## src/rtl/noc_mux_pkg.sv

```systemverilog
// Shared constants and helpers for the registered N:1 router output mux.
package noc_mux_pkg;

    localparam logic MODE_RR    = 1'b0;
    localparam logic MODE_FIXED = 1'b1;

    // Out-of-range selects collapse onto the last input ("1xx -> last" for N=5).
    function automatic int unsigned clamp_sel(input int unsigned s,
                                              input int unsigned n);
        return (s >= n) ? n - 1 : s;
    endfunction

    function automatic int unsigned next_ptr(input int unsigned idx,
                                             input int unsigned n);
        return (idx + 1 >= n) ? 0 : idx + 1;
    endfunction

endpackage

```

## src/rtl/rr_arbiter.sv

```systemverilog
// Round-robin arbiter: rotating-priority encoder with a pointer register.
module rr_arbiter
    import noc_mux_pkg::*;
#(
    parameter int N    = 5,
    parameter int SELW = $clog2(N)
) (
    input  logic            clk,
    input  logic            rst_n,
    input  logic [N-1:0]    req,
    input  logic            en,
    output logic [N-1:0]    grant,
    output logic [SELW-1:0] grant_idx
);

    logic [SELW-1:0] ptr_q, ptr_d;

    always_comb begin
        logic            found;
        int              j;
        logic [SELW-1:0] idx;
        grant     = '0;
        grant_idx = '0;
        found     = 1'b0;
        j         = 0;
        idx       = '0;
        for (int k = 0; k < N; k++) begin
            j = int'(ptr_q) + k;
            if (j >= N) j = j - N;
            idx = SELW'(j);
            if (!found && req[idx]) begin
                found      = 1'b1;
                grant[idx] = 1'b1;
                grant_idx  = idx;
            end
        end
    end

    // Pointer only advances when the grant is actually consumed.
    always_comb begin
        ptr_d = ptr_q;
        if (en && |grant)
            ptr_d = SELW'(next_ptr(int'(grant_idx), N));
    end

    always_ff @(posedge clk or negedge rst_n) begin
        if (!rst_n) ptr_q <= '0;
        else        ptr_q <= ptr_d;
    end

endmodule

```

## src/rtl/rr_muxnto1.sv

```systemverilog
// Registered N:1 output-port mux with valid/ready, round-robin or fixed
// select arbitration, and a single output register stage.
module rr_muxnto1
    import noc_mux_pkg::*;
#(
    parameter int WIDTH = 1,
    parameter int N     = 5,
    parameter int SELW  = $clog2(N)
) (
    input  logic                           clk,
    input  logic                           rst_n,
    input  logic [N-1:0]                   in_valid,
    input  logic [N*WIDTH-1:0]             in_data,
    output logic [N-1:0]                   in_ready,
    input  logic                           mode,
    input  logic [((N <= 8) ? 3 : SELW)-1:0] sel,
    output logic                           out_valid,
    output logic [WIDTH-1:0]               out_data,
    output logic [SELW-1:0]                out_src,
    input  logic                           out_ready
);

    logic                 load;
    logic [N-1:0]         rr_grant;
    logic [SELW-1:0]      rr_idx;
    logic [N-1:0]         fx_grant;
    logic [SELW-1:0]      fx_idx;
    logic [N-1:0]         grant;
    logic [SELW-1:0]      grant_idx;
    logic                 have;
    logic [WIDTH-1:0]     sel_data;

    logic                 valid_q, valid_d;
    logic [WIDTH-1:0]     data_q,  data_d;
    logic [SELW-1:0]      src_q,   src_d;

    assign load = ~valid_q | out_ready;

    rr_arbiter #(
        .N    (N),
        .SELW (SELW)
    ) u_arb (
        .clk       (clk),
        .rst_n     (rst_n),
        .req       (in_valid),
        .en        (load & (mode == MODE_RR)),
        .grant     (rr_grant),
        .grant_idx (rr_idx)
    );

    always_comb begin
        fx_idx           = SELW'(clamp_sel(int'(sel), N));
        fx_grant         = '0;
        fx_grant[fx_idx] = in_valid[fx_idx];
    end

    always_comb begin
        grant     = rr_grant;
        grant_idx = rr_idx;
        if (mode == MODE_FIXED) begin
            grant     = fx_grant;
            grant_idx = fx_idx;
        end
    end

    assign have     = |grant;
    assign in_ready = {N{load}} & grant;
    assign sel_data = in_data[int'(grant_idx)*WIDTH +: WIDTH];

    // No grant on a load cycle empties the register; data/src keep history.
    always_comb begin
        valid_d = valid_q;
        data_d  = data_q;
        src_d   = src_q;
        if (load) begin
            valid_d = have;
            if (have) begin
                data_d = sel_data;
                src_d  = grant_idx;
            end
        end
    end

    always_ff @(posedge clk or negedge rst_n) begin
        if (!rst_n) begin
            valid_q <= 1'b0;
            data_q  <= '0;
            src_q   <= '0;
        end else begin
            valid_q <= valid_d;
            data_q  <= data_d;
            src_q   <= src_d;
        end
    end

    assign out_valid = valid_q;
    assign out_data  = data_q;
    assign out_src   = src_q;

endmodule

```

## config.mk

```make
export PLATFORM = sky130hd
export DESIGN_NAME = rr_muxnto1
export DESIGN_NICKNAME = d
export VERILOG_FILES = /design/src/rtl/noc_mux_pkg.sv /design/src/rtl/rr_arbiter.sv /design/src/rtl/rr_muxnto1.sv
export SDC_FILE = /design/constraint.sdc
export NUM_CORES = 1
export LEC_CHECK = 0
export ABC_AREA = 1
export CAP_MARGIN = 25
export CORE_ASPECT_RATIO = 0.8
export CORE_MARGIN = 2
export CORE_UTILIZATION = 35
export DETAILED_ROUTE_END_ITERATION = 16
export PLACE_DENSITY_LB_ADDON = 0.08
export SLEW_MARGIN = 20
export SYNTH_ARGS = -nofsm -noshare
export SYNTH_HDL_FRONTEND = slang
export SYNTH_SLANG_ARGS = --single-unit
```

## constraint.sdc

```tcl
create_clock -name clk -period 3.4 [get_ports clk]
set_input_delay 0.34 -clock clk [delete_from_list [all_inputs] [get_ports clk]]
set_output_delay 0.34 -clock clk [all_outputs]
set_load 0.01 [all_outputs]
```

==> results of run 1 <==
-- registers in the layout (all words and copies together) (netlist names) --
signal,count
out_valid,1
u_arb.ptr_q,3
out_data,1
out_src,3
-- path summary, 6_finish.rpt --
path	startpoint	endpoint	slack (ns)	depth (start not counted)
min in group clk	out_data	out_data	0.48	2
hold / removal	rst_n	out_valid	0.40	1
max in group asynchronous	rst_n	u_arb.ptr_q[1]	2.72	1
setup / recovery	u_arb.ptr_q[0]	in_ready[4]	-0.18	23
hold reg to reg	out_data	out_data	0.48	2
setup reg to reg	u_arb.ptr_q[0]	u_arb.ptr_q[0]	-0.14	25
-- per-stage QoR --
step	worst slack [ns]	hold slack, ns	instance area (um^2)
3_3_place_gp	-0.373	0.474	2630
4_1_cts	-0.110	0.398	2870
2_1_floorplan	0.0369	0.0444	1810
3_5_place_dp	-0.393	0.472	2630
5_1_grt	-0.336	0.431	3090
6_report	-0.182	0.397	3090
-- layout make-up --
class	instances	area share, %
Timing Repair Buffer	108	28.7
Multi-Input combinational cell	260	54.7
Inverter	49	6.20
Clock buffer	3	1.34
Sequential cell	8	6.53
Tap cell	62	2.51
-- synthesized netlist by cell type (all sizes together) --
cell / count
nand2: 111
nand3: 50
inv: 48
nor2: 29
o21ai: 19
a21oi: 16
ha: 11
nand4: 11
dfrtp: 8
nor3: 4
buf: 2
xor2: 2
a211oi: 1
a21boi: 1
clkinv: 1
fa: 1
o211ai: 1
o21a: 1
o31ai: 1
xnor2: 1
-- logic make-up after synthesis --
family / after synthesis / synth area share [%]
buf+inv: 51 / 11.0
flops: 8 / 11.1
fa+ha+maj: 12 / 8.73
xor+xnor: 3 / 1.87
simple gates: 205 / 54.7
compound gates: 40 / 12.6
-- layer usage --
metal,vias up,global-route usage [%],part of all wire (%)
met5,-,0,0
met2,68,31.5,44
li1,1254,-,-
met1,1141,33.5,50
met4,0,1.21,0.44
met3,7,1.45,4.9
-- worst reg2reg max path: cells and delay by family (launching register included) --
family,cells,cell delay [ns]
simple gates,10,0.91
buf+inv,8,0.81
fa+ha+maj,3,0.67
compound gates,4,0.64
flops,1,0.38
-- timing repair --
| action | in CTS | in global routing |
|---|---|---|
| endpoints found under the setup margin | 8 | 13 |
| buffers inserted | 10 | 6 |
| hold buffers | 0 | 0 |
| pin swaps | 26 | 33 |
| gates resized for setup | 62 | 43 |
==> impl_metrics.tcl, run 1 <==
set metrics [dict create \
    timing.final.max_slew_violations 0 \
    netlist_area_um2 1810 \
    max_slew.worst_pin.slew_ns 0.451 \
    postLayoutCoreUtil_pct 62.0 \
    num-fill-cells 467 \
    tritoncts_clock_tree "done" \
    grt_remaining_overflow 0 \
    layout.cells.most_common "nand2_1" \
    synthTopCellsByArea "nand2_1 21%, dfrtp_1 11%, nand3_1 11%, inv_1 8.5%, ha_1 7.6%" \
    hold_class "in -> async" \
    cts_buffer_depth 2 \
    worstPathRequired_ns 3.06 \
    num_antenna_cells 0 \
    multi_input_area_um2 1690 \
    die-width_um 84.3 \
    worst_setup_path_start_kind "flip-flop" \
    mostFrequentLayoutCells "83 x nand2_1, 76 x buf_4, 33 x inv_1" \
    synthesis.instances 319 \
    rsz0062_at_grt "true" \
    dieArea_um2 5750 \
    crit_path_kind "reg -> out" \
    floorplan.initialDensity_pct 36.3 \
    drtAntennaViolNets 0 \
    path_max_fanout 6 \
    max_capacitance_violation_total 0 \
    synth_cell_type_count 33 \
    synth_top_area_cell "nand2_1" \
    area.sequential_um2 201 \
    crit_path_cell_trace "inv_2 -> ha_4 -> inv_2 -> fa_2 -> inv_2 -> nand2_4 -> buf_6 -> nand2_4 -> nand2_4 -> o211ai_1 -> nand3_2 -> buf_6 -> nand3_4 -> inv_4 -> a21oi_2 -> nand3_1 -> nand2_1 -> nand2_1 -> nor2_1 -> nand3_2 -> nand2_4 -> nor2_2 -> buf_2" \
    number_of_antenna_violations_at_the_first_check_in_global_routing 0 \
    grt_first_pass_wirelength_mm 9.83 \
    crit_path_frequent_cell "nand2_4" \
    largest_stage_delay_on_the_critical_path_ns 0.38 \
    grt_max_degree 12 \
    grt_pass1_vias 2010 \
    hpwl_mm 4.92 \
    port_buffers 26 \
    number_of_storage_elements_in_the_synthesis_netlist 8 \
    violations "negative setup slack" \
    route.detailed.drc 0 \
    ctsHtreeMaxLevel 1 \
    die_height_um 68.2 \
    ctsRootBufferMaster "clkbuf_8" \
    post_route_cells_drive_above_1_share_pct 43.9 \
    tritoncts_num_sinks 8 \
    timing.final.setup_violations 7 \
    syn_area_per_cell_um2 5.66 \
    timing.final.ws_setup_ns -0.182 \
    yosysWarningCount 0 \
    status "finished with violations" \
    layout_worst_path_cycle_share_pct 105 \
    gp_congestion 0.888 \
    worst_skew_pair.late_latency_ns 0.22 \
    cts_buffers 3 \
    timing.final.crit_period_ns 3.58 \
    nets 459 \
    wl_per_cell_um 13.4 \
    critPathCaptureType "primary output" \
    syn_nets 348 \
    worst_setup_hold_path_clk_slew_ns 0.04 \
    timing.clock.skew_ns 0.00105 \
    fp.coreArea_um2 4980 \
    timing.setup.tns_ns -0.614 \
    seq_total_area_yosys_pct 11.1 \
    dr.first_iter.drc_count 182 \
    number_of_placed_instances_taps_included 472 \
    vias_per_cell 5.04 \
    timing.critical_path.slowest_stage_cell "dfrtp_1" \
    report.final.hold_viol_count 0 \
    area.growth.synth_to_final_pct 71.0 \
    drt_pass1_iterations 5 \
    fp-row-count 23 \
    final_standard_cell_count_with_taps_included_and_fillers_excluded 490 \
    synth.top_cell.area_share_pct 20.6 \
    grt_use_total_pct 20.9 \
    worst_path_dominant_cell_family "simple AND/OR/NAND/NOR gates" \
    worst-path-buf-inv 7 \
    num_io_pins 27 \
    slew_headroom_pct 69.6 \
    finalWirelength_mm 6.59 \
    clock.fmax_mhz 279 \
    worst-endpoint-arrival_ns 3.24 \
    route.vias.total 2470 \
]
Power of run 1 is not shown: default switching activity piles up to over one toggle a cycle in this logic, so the estimate is an artifact.
==> run 2, diff against run 1 <==
--- a/config.mk
+++ b/config.mk
@@ -12,7 +12,9 @@
 export CORE_UTILIZATION = 35
 export DETAILED_ROUTE_END_ITERATION = 16
 export PLACE_DENSITY_LB_ADDON = 0.08
+export SKIP_CTS_REPAIR_TIMING = 1
 export SLEW_MARGIN = 20
 export SYNTH_ARGS = -nofsm -noshare
 export SYNTH_HDL_FRONTEND = slang
+export SYNTH_HIERARCHICAL = 1
 export SYNTH_SLANG_ARGS = --single-unit
==> run 2 against run 1 <==
The run still ends with negative setup slack left. Synthesized cell count is 13% higher. Global-route usage down 0.86 points. Flip-flop and latch count unchanged. First-iteration DRC count fell by 25%. Sequential share of layout area is 0.75 points lower.
==> impl_metrics.tcl, run 2 <==
set metrics [dict create \
    status "finished with violations" \
    violations "negative setup slack" \
    worst_skew_pair.late_latency_ns 0.22 \
    dr.first_iter.drc_count 136 \
    finalInstanceArea_um2 3470 \
    regToRegEndpoint "u_arb/ptr_q[0]" \
    grt_pass1_vias 2273 \
    timing.final.ws_setup_ns -0.0458 \
    share_of_synthesized_cell_area_in_full_adder_half_adder_and_majority_cells_pct 7.31 \
    post_route_cells_drive_above_1_share_pct 45.4 \
    critPathCaptureType "primary output" \
    number_of_storage_elements_in_the_synthesis_netlist 8 \
    max_capacitance_violation_total 0 \
    route.vias.total 2582 \
    syn_area_per_cell_um2 5.97 \
    tritoncts_clock_tree "done" \
    worst-endpoint-arrival_ns 3.11 \
    timing.final.crit_period_ns 3.45 \
    slew_headroom_pct 69.3 \
    hold_class "in -> async" \
    die_height_um 74.2 \
    hold_slack_ns 0.381 \
    yosysWarningCount 6 \
    ys_async_sr_fraction_pct 100 \
    cts_buffers 3 \
    tritoncts_num_sinks 8 \
    gp_congestion 0.935 \
    drtAntennaViolNets 0 \
    ff2ff_path_depth 26 \
    worstPathRequired_ns 3.06 \
    path_max_fanout 8 \
    die-width_um 91.7 \
    seq_total_area_yosys_pct 9.29 \
    report.final.hold_viol_count 0 \
    cts_buffer_depth 2 \
    synth-simple-area-share_pct 64.9 \
    timing.final.setup_violations 3 \
    worst_setup_hold_path_clk_slew_ns 0.04 \
    grt_use_total_pct 20.0 \
    synthTopCellsByCount "107 x nand2_1, 49 x inv_1, 48 x nand3_1, 35 x nor2_1, 15 x nand2_2" \
    layout.cells.most_common "nand2_1" \
    route.detailed.drc 0 \
    synth_top_family_by_area "simple AND/OR/NAND/NOR gates" \
    layout_worst_path_cycle_share_pct 101 \
    dieArea_um2 6810 \
    reg2reg_setup_slack_ns 0.07 \
    floorplan.initialDensity_pct 36.3 \
    nets 502 \
    grt_first_pass_wirelength_mm 11.0 \
    num_io_pins 27 \
    place_area_um2 3020 \
    max_slew.worst_pin.slew_ns 0.458 \
    number_of_antenna_violations_at_the_first_check_in_global_routing 0 \
    netlist_area_um2 2160 \
    synthTopCellsByArea "nand2_1 19%, nand3_1 11%, dfrtp_1 9.3%, inv_1 8.5%, ha_1 6.4%" \
    regToRegStartpoint "u_arb/ptr_q[1]" \
    syn_nets 390 \
    synth_mux_area_share_pct 0 \
    finalWirelength_mm 6.97 \
    num_antenna_cells 0 \
    synthesis.instances 361 \
    synth_cell_type_count 36 \
    mostFrequentLayoutCells "94 x nand2_1, 80 x buf_4, 41 x inv_1" \
    hpwl_mm 5.63 \
    wl_per_cell_um 12.6 \
    dpl_worst_slack_ns -0.319 \
    fp-row-count 25 \
    crit_path_kind "reg -> out" \
    area.growth.synth_to_final_pct 60.8 \
    synthFlopType "dfrtp_1" \
    postLayoutCoreUtil_pct 58.3 \
    drt_pass1_iterations 4 \
    synth_compound_area_share_pct 7.31 \
    xor_xnor_fraction_of_synth_area_pct 0.406 \
    worstSetupStartpoint "u_arb/ptr_q[1]" \
    timing.final.max_slew_violations 0 \
    worst_setup_path_start_kind "flip-flop" \
    fp.coreArea_um2 5940 \
    grt_remaining_overflow 0 \
    ctsHtreeMaxLevel 1 \
    clock.fmax_mhz 290 \
    synth_enable_flop_cells 0 \
    synthMostInstantiatedCell "nand2_1" \
    vias_per_cell 4.68 \
    timing.clock.skew_ns 0.000234 \
    synth_top_area_cell "nand2_1" \
    timing.critical_path.to "in_ready[2]" \
    rsz0062_at_grt "true" \
    synth.top_cell.area_share_pct 18.6 \
    grt_max_degree 14 \
    ctsRootBufferMaster "clkbuf_8" \
    port_buffers 26 \
]
## run 2: layer usage
| layer | GRT usage (%) | wire length (um) |
|---|---|---|
| met4 | 3.48 | 61 |
| met1 | 31.7 | 3710 |
| met5 | 0 | 0 |
| met2 | 30.1 | 2930 |
| met3 | 1.42 | 269 |
## run 2: cell type report
type / count / area [um^2]
clock buffers: 3 / 41.3
repair buffers: 110 / 898
flip-flops and latches: 8 / 200
inverters: 54 / 211
fillers: 554 / 2480
multi-input cells: 296 / 2010
well taps: 81 / 101
## run 2: how the worst min path moves through the flow
| stage | end | depth (start not counted) |
|---|---|---|
| final | out_src[1] | 1 |
| after global placement | out_src[0] | 2 |
| after CTS | out_src[1] | 1 |
| after global routing | out_src[0] | 1 |
| after detailed placement | out_src[1] | 2 |
| after floorplan | out_data | 0 |
## run 2: logic make-up after synthesis
kind of cell	Yosys count
simple gates	261
compound gates	22
buf+inv	57
xor+xnor	1
fa+ha+maj	12
flops	8
## run 2: through the flow
stage / cells / setup TNS, ns
detailed placement: 535 / -1.17
floorplan: 361 / 0
finish: 552 / -0.0925
CTS: 538 / -2.46
global placement: 535 / -1.02
global route: 552 / -2.67
## run 2: worst max-delay path: stages (launching register included)
cell and delay [ns]:
dfrtp_1 0.37, buf_6 0.11, ha_4 0.12, inv_2 0.03, fa_2 0.39, inv_2 0.08
nand2_4 0.09, nand2_1 0.13, o21ai_4 0.09, nor2_2 0.14, nand3_2 0.10, nand3_4 0.12
nand4_4 0.12, buf_12 0.15, nor2_4 0.10, nand2_2 0.07, buf_4 0.14, o21ai_2 0.10
inv_1 0.06, nor2_2 0.11, a21oi_2 0.05, nor2_1 0.08, buf_2 0.13
Power of run 2 is left out for the same reason.
==> run 3, diff against run 2 <==
--- a/config.mk
+++ b/config.mk
@@ -6,8 +6,9 @@
 export NUM_CORES = 1
 export LEC_CHECK = 0
 export ABC_AREA = 1
+export ABC_CLOCK_PERIOD_IN_PS = 3400
 export CAP_MARGIN = 25
-export CORE_ASPECT_RATIO = 0.8
+export CORE_ASPECT_RATIO = 1.75
 export CORE_MARGIN = 2
 export CORE_UTILIZATION = 35
 export DETAILED_ROUTE_END_ITERATION = 16
==> run 3 against run 2 <==
The run now ends clean. Cell area down 2.6%. Final cell count down 0.91%. Critical path depth down 1. Setup slack better by 0.071 ns. Core utilization down 1.3 points.
==> impl_metrics.tcl, run 3 (synthesized netlist as in run 2, its figures left out) <==
set metrics [dict create \
    worst_setup_path_start_kind "flip-flop" \
    die-width_um 63.3 \
    timing.critical_path.to "in_ready[3]" \
    slew_headroom_pct 69.0 \
    critPathCaptureType "primary output" \
    num_io_pins 27 \
    floorplan.initialDensity_pct 36.4 \
    post_route_cells_drive_above_1_share_pct 42.6 \
    area.growth.synth_to_final_pct 56.6 \
    rsz0062_at_grt "true" \
    port_buffers 26 \
    worst_skew_pair.late_latency_ns 0.22 \
    status "completed" \
    worst-endpoint-arrival_ns 3.03 \
    route.detailed.drc 0 \
    ctsRootBufferMaster "clkbuf_8" \
    dr.first_iter.drc_count 73 \
    max_capacitance_violation_total 0 \
    die_height_um 108 \
    gp_congestion 0.892 \
    fp-row-count 37 \
    grt_pass1_vias 2709 \
    tritoncts_num_sinks 8 \
    timing.final.setup_violations 0 \
    finalWirelength_mm 7.30 \
    num-fill-cells 646 \
    ff2ff_path_depth 27 \
    grt_use_total_pct 21.6 \
    drt_pass1_iterations 4 \
    grt_max_degree 14 \
    dieArea_um2 6830 \
    route.vias.total 2661 \
    timing.clock.skew_ns 0.000958 \
    cts_buffer_depth 2 \
    vias_per_cell 4.86 \
    mostFrequentLayoutCells "100 x nand2_1, 78 x buf_4, 42 x inv_1" \
    nets 500 \
    hold_slack_ns 0.399 \
    number_of_antenna_violations_at_the_first_check_in_global_routing 0 \
    layout.cells.most_common "nand2_1" \
    multi_input_area_um2 1960 \
    hold_class "in -> async" \
    number_of_placed_instances_taps_included 537 \
    num_antenna_cells 0 \
    regToRegEndpoint "out_data" \
    path_max_fanout 8 \
    clock.fmax_mhz 296 \
    hpwl_mm 6.07 \
    timing.final.crit_period_ns 3.37 \
    worstPathRequired_ns 3.06 \
    timing.final.max_slew_violations 0 \
    fp.coreArea_um2 5930 \
    timing.final.ws_setup_ns 0.0250 \
    reg2reg_setup_slack_ns 0.16 \
    regToRegStartpoint "u_arb/ptr_q[0]" \
    grt_remaining_overflow 0 \
    dpl_worst_slack_ns -0.269 \
    wl_per_cell_um 13.3 \
    ctsHtreeMaxLevel 1 \
    cts_buffers 3 \
    max_slew.worst_pin.slew_ns 0.463 \
    final_standard_cell_count_with_taps_included_and_fillers_excluded 547 \
    layout_worst_path_cycle_share_pct 99.3 \
    worstSetupStartpoint "u_arb/ptr_q[0]" \
    tritoncts_clock_tree "done" \
    area.sequential_um2 201 \
    report.final.hold_viol_count 0 \
    crit_path_kind "reg -> out" \
    worst_setup_hold_path_clk_slew_ns 0.04 \
    drtAntennaViolNets 0 \
    grt_first_pass_wirelength_mm 11.8 \
]
## run 3: cell count changes in the layout (fill, tap and decap cells not counted), moves of 2 or more
cell / before / now
nand2_2: 24 / 16
nand2_1: 94 / 100
buf_12: 2 / 0
buf_4: 80 / 78
buf_6: 2 / 4
ha_1: 5 / 7
ha_4: 4 / 2
inv_2: 10 / 8
inv_4: 2 / 4
nor2_1: 27 / 29
nor2_2: 14 / 12
## run 3: metal layers
metal,track usage [%],vias to the layer above,routed length (um)
met5,0,-,0
met4,9.01,0,308
met3,1.26,21,137
met2,46.8,53,4310
met1,19.4,1216,2550
li1,-,1371,-
## run 3: how the worst min path moves through the flow
stage,cells after the start,to,start,slack [ns]
after floorplan,0,out_data,rst_n,0.04
after global placement,2,out_src[0],out_src[0],0.45
after detailed placement,2,out_data,out_data,0.47
after CTS,1,out_data,rst_n,0.40
after global routing,1,out_valid,rst_n,0.42
final,1,out_data,rst_n,0.40
## run 3: layout make-up
class,instances,share of cell area (%)
Tap cell,78,2.89
Sequential cell,8,5.97
Multi-Input combinational cell,296,58.0
Clock buffer,3,1.22
Timing Repair Buffer,108,25.6
Inverter,54,6.30
## run 3: worst max-delay path: stages (launching register included)
cell and delay [ns]:
dfrtp_1 0.39, inv_2 0.09, ha_4 0.13, inv_2 0.04
fa_2 0.39, inv_2 0.10, nand2_8 0.09, nand2_4 0.09
o21ai_4 0.06, nor2_2 0.14, nand3_2 0.11, nand3_4 0.12
buf_6 0.11, inv_4 0.03, nand2_4 0.06, nor2_4 0.04
a221oi_2 0.19, nand3_1 0.12, nand2_1 0.09, a21boi_4 0.21
nor2_1 0.05, buf_2 0.15
## run 3: stage by stage
| stage | setup TNS, ns | instance area (um^2) | util (%) |
|---|---|---|---|
| 3_3_place_gp | -0.901 | 3050 | 51.5 |
| 3_5_place_dp | -1.09 | 3050 | 51.5 |
| 5_1_grt | -0.910 | 3380 | 57.0 |
| 2_1_floorplan | 0 | 2160 | - |
| 4_1_cts | -2.42 | 3090 | 52.2 |
| 6_report | 0 | 3380 | 57.0 |
Power of run 3 is left out for the same reason.
